## src/rtl/sd_bd_ram_if.sv

```systemverilog
// Bus bundle between the BD register port, the descriptor store and the data-transfer engine.
// Modports are the store's view of each side: master = BD register port, slave = transfer engine.
`ifndef RAM_MEM_WIDTH
`define RAM_MEM_WIDTH 32
`endif
`ifndef BD_WIDTH
`define BD_WIDTH 5
`endif

interface sd_bd_ram_if #(
   parameter int DW = `RAM_MEM_WIDTH,
   parameter int BW = `BD_WIDTH
);
   logic          we_m;
   logic [DW-1:0] dat_in_m;
   logic [BW-1:0] free_bd;
   logic          re_s;
   logic          ack_o_s;
   logic          a_cmp;
   logic [DW-1:0] dat_out_s;

   modport master (input we_m, input dat_in_m, output free_bd);
   modport slave  (input re_s, input a_cmp, output ack_o_s, output dat_out_s);
endinterface

```

## src/rtl/sd_bd_ram.sv

```systemverilog
// SD host buffer-descriptor store: circular word RAM with write/commit/read pointers.
// Optional build macro SD_BD_CLEAR_ON_RESET_EN also zeroes every RAM word during reset.
`ifndef RAM_MEM_WIDTH
`define RAM_MEM_WIDTH 32
`endif
`ifndef BD_WIDTH
`define BD_WIDTH 5
`endif

module sd_bd_ram (
   input  logic        clk,
   input  logic        rst,
   sd_bd_ram_if.master m_if,
   sd_bd_ram_if.slave  s_if
);
   localparam int DW     = `RAM_MEM_WIDTH;
   localparam int BW     = `BD_WIDTH;
   localparam int PW     = BW + 1;
   localparam int NBD    = 2 ** (BW - 1);
   localparam int NWORDS = 2 * NBD;
   localparam logic [BW-1:0] NBD_C = BW'(NBD);

   logic [DW-1:0] mem_q [NWORDS];
   logic [PW-1:0] wr_ptr_q;
   logic [PW-1:0] cmt_ptr_q;
   logic [PW-1:0] rd_ptr_q;
   logic          phase_q;
   logic [BW-1:0] free_q;
   logic [BW-1:0] free_d;
   logic          ack_q;
   logic [DW-1:0] dat_q;
   logic          a_cmp_q;

   logic          wr_acc;
   logic          commit;
   logic          release_evt;
   logic          rd_fire;
   logic [BW-1:0] wr_addr;
   logic [BW-1:0] rd_addr;
   logic          unused_wr_msb;

   assign wr_addr       = wr_ptr_q[BW-1:0];
   assign rd_addr       = rd_ptr_q[BW-1:0];
   assign unused_wr_msb = wr_ptr_q[BW];

   // Only words behind the commit pointer are readable, so half descriptors stay hidden.
   always_comb begin
      wr_acc      = m_if.we_m && (free_q != '0);
      commit      = wr_acc && phase_q;
      release_evt = s_if.a_cmp && !a_cmp_q;
      rd_fire     = s_if.re_s && !ack_q && (rd_ptr_q != cmt_ptr_q);
   end

   always_comb begin
      free_d = free_q;
      if (commit && !release_evt) begin
         free_d = free_q - 1'b1;
      end else if (release_evt && !commit && (free_q != NBD_C)) begin
         free_d = free_q + 1'b1;
      end
   end

   always_ff @(posedge clk) begin
      if (!rst) begin
         wr_ptr_q  <= '0;
         cmt_ptr_q <= '0;
         rd_ptr_q  <= '0;
         phase_q   <= 1'b0;
         free_q    <= NBD_C;
         ack_q     <= 1'b0;
         dat_q     <= '0;
         a_cmp_q   <= 1'b0;
      end else begin
         if (wr_acc) begin
            wr_ptr_q <= wr_ptr_q + PW'(1);
            phase_q  <= ~phase_q;
         end
         if (commit) begin
            cmt_ptr_q <= cmt_ptr_q + PW'(2);
         end
         free_q  <= free_d;
         a_cmp_q <= s_if.a_cmp;
         ack_q   <= rd_fire;
         if (rd_fire) begin
            dat_q    <= mem_q[rd_addr];
            rd_ptr_q <= rd_ptr_q + PW'(1);
         end
      end
   end

`ifdef SD_BD_CLEAR_ON_RESET_EN
   always_ff @(posedge clk) begin
      if (!rst) begin
         for (int i = 0; i < NWORDS; i++) begin
            mem_q[i] <= '0;
         end
      end else if (wr_acc) begin
         mem_q[wr_addr] <= m_if.dat_in_m;
      end
   end
`else
   // No reset on the array so it can map onto block RAM.
   always_ff @(posedge clk) begin
      if (wr_acc) begin
         mem_q[wr_addr] <= m_if.dat_in_m;
      end
   end
`endif

   assign m_if.free_bd   = free_q;
   assign s_if.ack_o_s   = ack_q;
   assign s_if.dat_out_s = dat_q;
endmodule

```

## src/flat_wrapper.sv

```systemverilog
// flat-port wrapper written by rule: the top's interface ports become plain ports
module sd_bd_ram_flat 
  (clk, rst, m_if_we_m, m_if_dat_in_m, m_if_free_bd, s_if_re_s, s_if_a_cmp, s_if_ack_o_s, s_if_dat_out_s);
  sd_bd_ram_if m_if_i ();
  sd_bd_ram_if s_if_i ();
  input  logic clk;
  input  logic rst;
  input wire logic [$bits(m_if_i.we_m)-1:0] m_if_we_m;
  input wire logic [$bits(m_if_i.dat_in_m)-1:0] m_if_dat_in_m;
  output wire logic [$bits(m_if_i.free_bd)-1:0] m_if_free_bd;
  input wire logic [$bits(s_if_i.re_s)-1:0] s_if_re_s;
  input wire logic [$bits(s_if_i.a_cmp)-1:0] s_if_a_cmp;
  output wire logic [$bits(s_if_i.ack_o_s)-1:0] s_if_ack_o_s;
  output wire logic [$bits(s_if_i.dat_out_s)-1:0] s_if_dat_out_s;
  assign m_if_i.we_m = m_if_we_m;
  assign m_if_i.dat_in_m = m_if_dat_in_m;
  assign m_if_free_bd = m_if_i.free_bd;
  assign s_if_i.re_s = s_if_re_s;
  assign s_if_i.a_cmp = s_if_a_cmp;
  assign s_if_ack_o_s = s_if_i.ack_o_s;
  assign s_if_dat_out_s = s_if_i.dat_out_s;
  sd_bd_ram u_core (.clk(clk), .rst(rst), .m_if(m_if_i), .s_if(s_if_i));
endmodule
```

## config.mk

```make
export PLATFORM = sky130hd
export DESIGN_NAME = sd_bd_ram_flat
export DESIGN_NICKNAME = d
export VERILOG_FILES = /design/src/rtl/sd_bd_ram_if.sv /design/src/rtl/sd_bd_ram.sv /design/src/flat_wrapper.sv
export SDC_FILE = /design/constraint.sdc
export NUM_CORES = 1
export LEC_CHECK = 0
export ABC_AREA = 1
export CORE_ASPECT_RATIO = 1.1
export CORE_MARGIN = 3
export CORE_UTILIZATION = 25
export DETAILED_ROUTE_END_ITERATION = 10
export GPL_ROUTABILITY_DRIVEN = 0
export HOLD_SLACK_MARGIN = 0.1
export PLACE_DENSITY_LB_ADDON = 0.05
export SLEW_MARGIN = 5
export SYNTH_ARGS = -nofsm -noshare
export SYNTH_HDL_FRONTEND = slang
export SYNTH_SLANG_ARGS = --single-unit
export TNS_END_PERCENT = 1
```

## constraint.sdc

```tcl
create_clock -name clk -period 9.4 [get_ports clk]
set_input_delay 1.88 -clock clk [delete_from_list [all_inputs] [get_ports clk]]
set_output_delay 1.88 -clock clk [all_outputs]
set_load 0.005 [all_outputs]
```

**After elaboration in Yosys (flattened, before gate mapping)**

Memories as Yosys holds them, arrays and structs flattened. A register that Yosys moved wholly into a read port is not among the register bits.
Index checks and enable logic that the tools add are counted.

- Add/sub/neg operators: 5
- Multiply operators: 0
- Divide/modulo/power cells: 0
- Order comparisons: 0
- Equality and inequality tests: 2
- Shift-type cells: 0
- Multiplexer cells: 4
- Bitwise operators: 1
- Reductions and logical operators: 15

Operator list:

| operator | number |
|---|---|
| $add 6x1->6 const B | 2 |
| $mux 5 | 2 |
| $logic_and 1x1->1 | 8 |
| $add 6x2->6 const B | 1 |
| $ne 6x6->1 | 1 |
| $add 5x1->5 const B | 1 |
| $logic_not 1->1 | 5 |
| $ne 5x5->1 const B | 1 |
| $reduce_bool 5->1 | 1 |
| $sub 5x1->5 const B | 1 |
| $mux 1 | 2 |
| $reduce_bool 2->1 | 1 |
| $not 1->1 | 1 |

- Register bits after elaboration: 26
- Bits in latches: 0
- Bits in writable memories: 1,024
- ROM bits: 0
- Input bits: 37
- Output and inout bits: 38
- Logic and storage cells: 35
- Memories kept: 1

Memories:

| name | depth | bits a word | rd ports | clocked after Yosys merged registers in | write ports | RTL line | source |
|---|---|---|---|---|---|---|---|
| u_core.mem_q | 32 | 32 | 1 | 1 | 1 | sd_bd_ram.sv:23 | `logic [DW-1:0] mem_q [NWORDS];` |

**Longest topological paths before layout**

- Word-level depth: 8
- Gate-level depth with buffers: 16
- Depth with buffers taken out: 16

**Worst setup path after synthesis**

No wires, ideal clock.

- Path kind: input to register
- From: in m_if_we_m
- To: mem u_core.mem_q[31][0] in the netlist's numbering, enable pin
- Setup time: 464 ps
- Arrival time: 4,405 ps
- Data required time: 8,936 ps
- Slack: 4,532 ps
- Stages on the path: 4
- Path through: nand2_1 -> inv_1 -> nand2_1 -> nor3_1

- Longest elaborated chain between the ends: 3

RTL lines:

| what | RTL line | source |
|---|---|---|
| from (decl) | flat_wrapper.sv:8 | `input wire logic [$bits(m_if_i.we_m)-1:0] m_if_we_m;` |
| $logic_and 1x1->1 | sd_bd_ram.sv:48 | `wr_acc = m_if.we_m && (free_q != '0);` |
| $mux 1 | sd_bd_ram.sv:104 | `if (wr_acc) begin` |
| $mux 1 (not written as such) | sd_bd_ram.sv:105 | `mem_q[wr_addr] <= m_if.dat_in_m;` |
| to (decl) | sd_bd_ram.sv:23 |  |

No other way between the ends.

**Worst setup path in the final report**

- From: in m_if_we_m
- To: mem u_core.mem_q[3][3] in the netlist's numbering, enable pin

The elaborated chain is that of the path after synthesis.

==> results.py <==
metrics = {
    "global_routing": {
        "grt_usage_pct": 16.8,
        "grt_pass1_vias": 26800,
        "grt_max_degree": 149,
        "overflow": 0,
        "antenna_found_initial": 18,
        "grt_pass1_wl_mm": 210,
    },
    "synth": {
        "synthTopCellsByArea": "edfxtp_1 (72%), nor2_1 (5.0%), o21ai_0 (4.7%), nand2_1 (3.7%), nand3_1 (2.7%)",
        "ys_ff_latch": 1080,
        "synth_top_area_share_pct": 72.0,
        "seq_area_frac_synth_pct": 74.6,
        "syn_area_um2": 42700,
        "synthesis.instances": 3376,
        "syn_avg_cell_area_um2": 12.7,
        "ys_types": 32,
        "synth_edf_count": 1024,
        "synthFlopType": "edfxtp_1",
        "yosysWarnings": 0,
        "synthesis.nets": 3421,
        "async_reset_ff_share_pct": 0,
        "synth_area_leader_cell": "edfxtp_1",
    },
    "floorplanning": {
        "pin_count": 75,
        "die_y_um": 440,
        "initial_core_util_pct": 25.3,
        "row_count": 158,
        "die_area_um2": 176000,
        "die_w_um": 400,
        "coreArea_um2": 169000,
    },
    "routing": {
        "postRouteAntennaNets": 0,
        "wl_per_cell_um": 26.2,
        "num_vias": 27200,
        "drt_first_pass_iters": 5,
        "via_per_inst": 4.74,
        "drc": 0,
        "initialDrtViolationCount": 2265,
        "wl_mm": 151,
    },
    "place": {
        "dp_cells": 5517,
        "place_area_um2": 45700,
        "place_ws_ns": 4.36,
        "place_hpwl_mm": 88.1,
        "io_buffers": 74,
    },
    "worst_setup_path": {
        "end_kind": "flip-flop",
        "cp.arrival_ns": 4.64,
        "crit_top_cell": "nand2_1",
        "crit_type": "in2reg",
        "cp_top_family": "simple AND/OR/NAND/NOR gates",
        "cp.required_ns": 9.73,
        "ff2ff_setup_slack_ns": 5.55,
        "path_cells": "clkdlybuf4s50_1 -> nand2_1 -> inv_1 -> nand2_1 -> nor2_4",
        "crit_fanout": 32,
        "cpPeakStageDelay_ns": 1.19,
        "cp-start-kind": "primary input",
        "slowest_stage": "nor2_4",
        "path_buf_inv": 2,
    },
    "finish": {
        "fin_cells": 5746,
        "drive_above_1_share_pct": 8.40,
        "syn_to_final_growth_pct": 15.7,
        "layout.nets": 3443,
        "fillers": 17200,
        "design_area_um2": 49400,
        "final_util_pct": 29.2,
    },
    "sta": {
        "setup_viol": 0,
        "finalMaxSlewViolations": 0,
        "finalHoldViolations": 0,
        "setup-tns-final_ns": 0,
        "final.period_utilization_pct": 45.8,
        "worst_slack_ns": 5.10,
        "rsz0062_at_grt": "false",
        "finClkSkew_ns": 0.0336,
        "max_freq_mhz": 232,
        "max-slew-margin-rel_pct": 14.4,
        "tightest_slew_ns": 1.28,
        "fin_crit_ns": 4.30,
    },
    "outcome": {
        "status": "completed",
    },
    "clock_tree": {
        "root_buffer": "clkbuf_16",
        "postCtsHoldBufs": 0,
        "cts_buffers": 119,
        "cts_tree": "built",
        "post_cts_resized": 0,
        "cts.sinks": 1080,
        "clk_pin_slew_ns": 0.06,
        "cts_max_path_buffers": 3,
        "postCtsSetupBuffers": 0,
        "insertion_delay_ns": 0.74,
        "ctsHtreeMaxLevel": 3,
    },
    "worst_hold_path": {
        "min-delay-path-class": "reg2reg",
    },
    "power_and_ir_drop": {
        "leakage_nw": 15.9,
        "power_density_nw_per_um2": 238,
        "ir_drop_mv": 0.141,
    },
    "job": {
        "drv_cap": 0,
    },
}
## cells in the mapped netlist, types with 15 or more instances
cell,instances
buf_1,17
inv_1,54
clkbuf_1,109
o211ai_1,83
nor2_1,567
a21oi_1,84
buf_2,58
nand3b_1,15
o21ai_0,404
o221ai_1,48
o22ai_1,69
buf_6,24
nand2_1,426
edfxtp_1,1024
o21ai_1,53
nand3_1,231
dfxtp_1,56
## state kept, by name (all words and copies together) (netlist names)
register and count:
u_core.phase_q 1, u_core.a_cmp_q 1, u_core.rd_ptr_q 6, u_core.s_if.dat_out_s 32, u_core.cmt_ptr_q 5, u_core.wr_ptr_q 5, u_core.s_if.ack_o_s 1, u_core.m_if.free_bd 5
u_core.mem_q 1024
## placed cells by master, fill, tap and decap left out, types with 10 or more instances in the layout
cell type and count:
o211ai_1 83, clkbuf_16 123, clkinv_2 26, edfxtp_1 1024, clkinv_1 32, a21oi_1 84, nand3_1 231, nand3b_1 15
buf_4 46, o21ai_1 53, clkbuf_1 26, nor2_1 536, clkdlybuf4s50_1 42, nand4_1 10, o221ai_1 48, nor2_4 32
o21ai_0 404, inv_1 53, dfxtp_1 52, o22ai_1 69, bufinv_16 10, buf_2 32, nand2_1 425
## worst reg2reg max path: stages, from the launching register on
cell and delay, ns:
dfxtp_4 0.41, buf_12 0.36, buf_4 0.87, buf_4 0.87
o21ai_0 0.27, o211ai_1 0.32, nand3_1 0.26, nand3_1 0.17
nand3_1 0.10, a21oi_1 0.16
## per-stage QoR
stage | power [W] | hold slack [ns]
after floorplan | 0.00655 | 0.444
after CTS | 0.0120 | 0.472
final | 0.0118 | 0.467
after global placement | 0.00734 | 0.458
after detailed placement | 0.00735 | 0.462
after global routing | 0.0123 | 0.490
## cell type report
| class | count | area [um2] | share of cell area (%) |
|---|---|---|---|
| sequential | 1080 | 31900 | 64.5 |
| multi-input combinational | 2011 | 9700 | 19.6 |
| clock buffer | 149 | 3180 | 6.42 |
| tap | 2240 | 2800 | 5.67 |
| timing repair buffer | 125 | 1030 | 2.08 |
| clock inverter | 72 | 587 | 1.19 |
| inverter | 61 | 248 | 0.501 |
| antenna | 8 | 20.0 | 0.0405 |
## worst paths after layout
path,from,depth (start not counted),endpoint
setup / recovery,m_if_we_m,5,u_core.mem_q[3][3]$_DFFE_PP_
hold / removal,u_core.s_if.dat_out_s[5]$_SDFFE_PN0P_,2,u_core.s_if.dat_out_s[5]$_SDFFE_PN0P_
setup reg to reg,u_core.rd_ptr_q[0]$_SDFFE_PN0P_,9,u_core.s_if.dat_out_s[17]$_SDFFE_PN0P_
hold reg to reg,u_core.s_if.dat_out_s[5]$_SDFFE_PN0P_,2,u_core.s_if.dat_out_s[5]$_SDFFE_PN0P_
## metal layers
layer / vias up / track usage (%) / routed length (um)
li1: 12400 / - / -
met1: 14000 / 23.4 / 69600
met2: 671 / 26.8 / 69400
met3: 165 / 2.86 / 8370
met4: 4 / 4.81 / 3390
met5: - / 0 / 33
## report_power, final
| part | switching (W) | leakage (nW) | internal (W) |
|---|---|---|---|
| logic | 0.00132 | 4.33 | 0.000450 |
| clock network | 0.00194 | 1.85 | 0.00264 |
| registers | 0.0000711 | 9.68 | 0.00536 |
| total | 0.00333 | 15.9 | 0.00845 |
## logic make-up after synthesis
logic type | Yosys count | share of synthesized area [%]
buffers and inverters | 285 | 3.31
AOI/OAI and AO/OA | 744 | 9.84
and+or+nand+nor | 1255 | 12.0
xor gates and xnor gates | 4 | 0.0820
DFF | 1080 | 74.6
adders and majority gates | 8 | 0.234
Power figures use the tool's default switching activity.
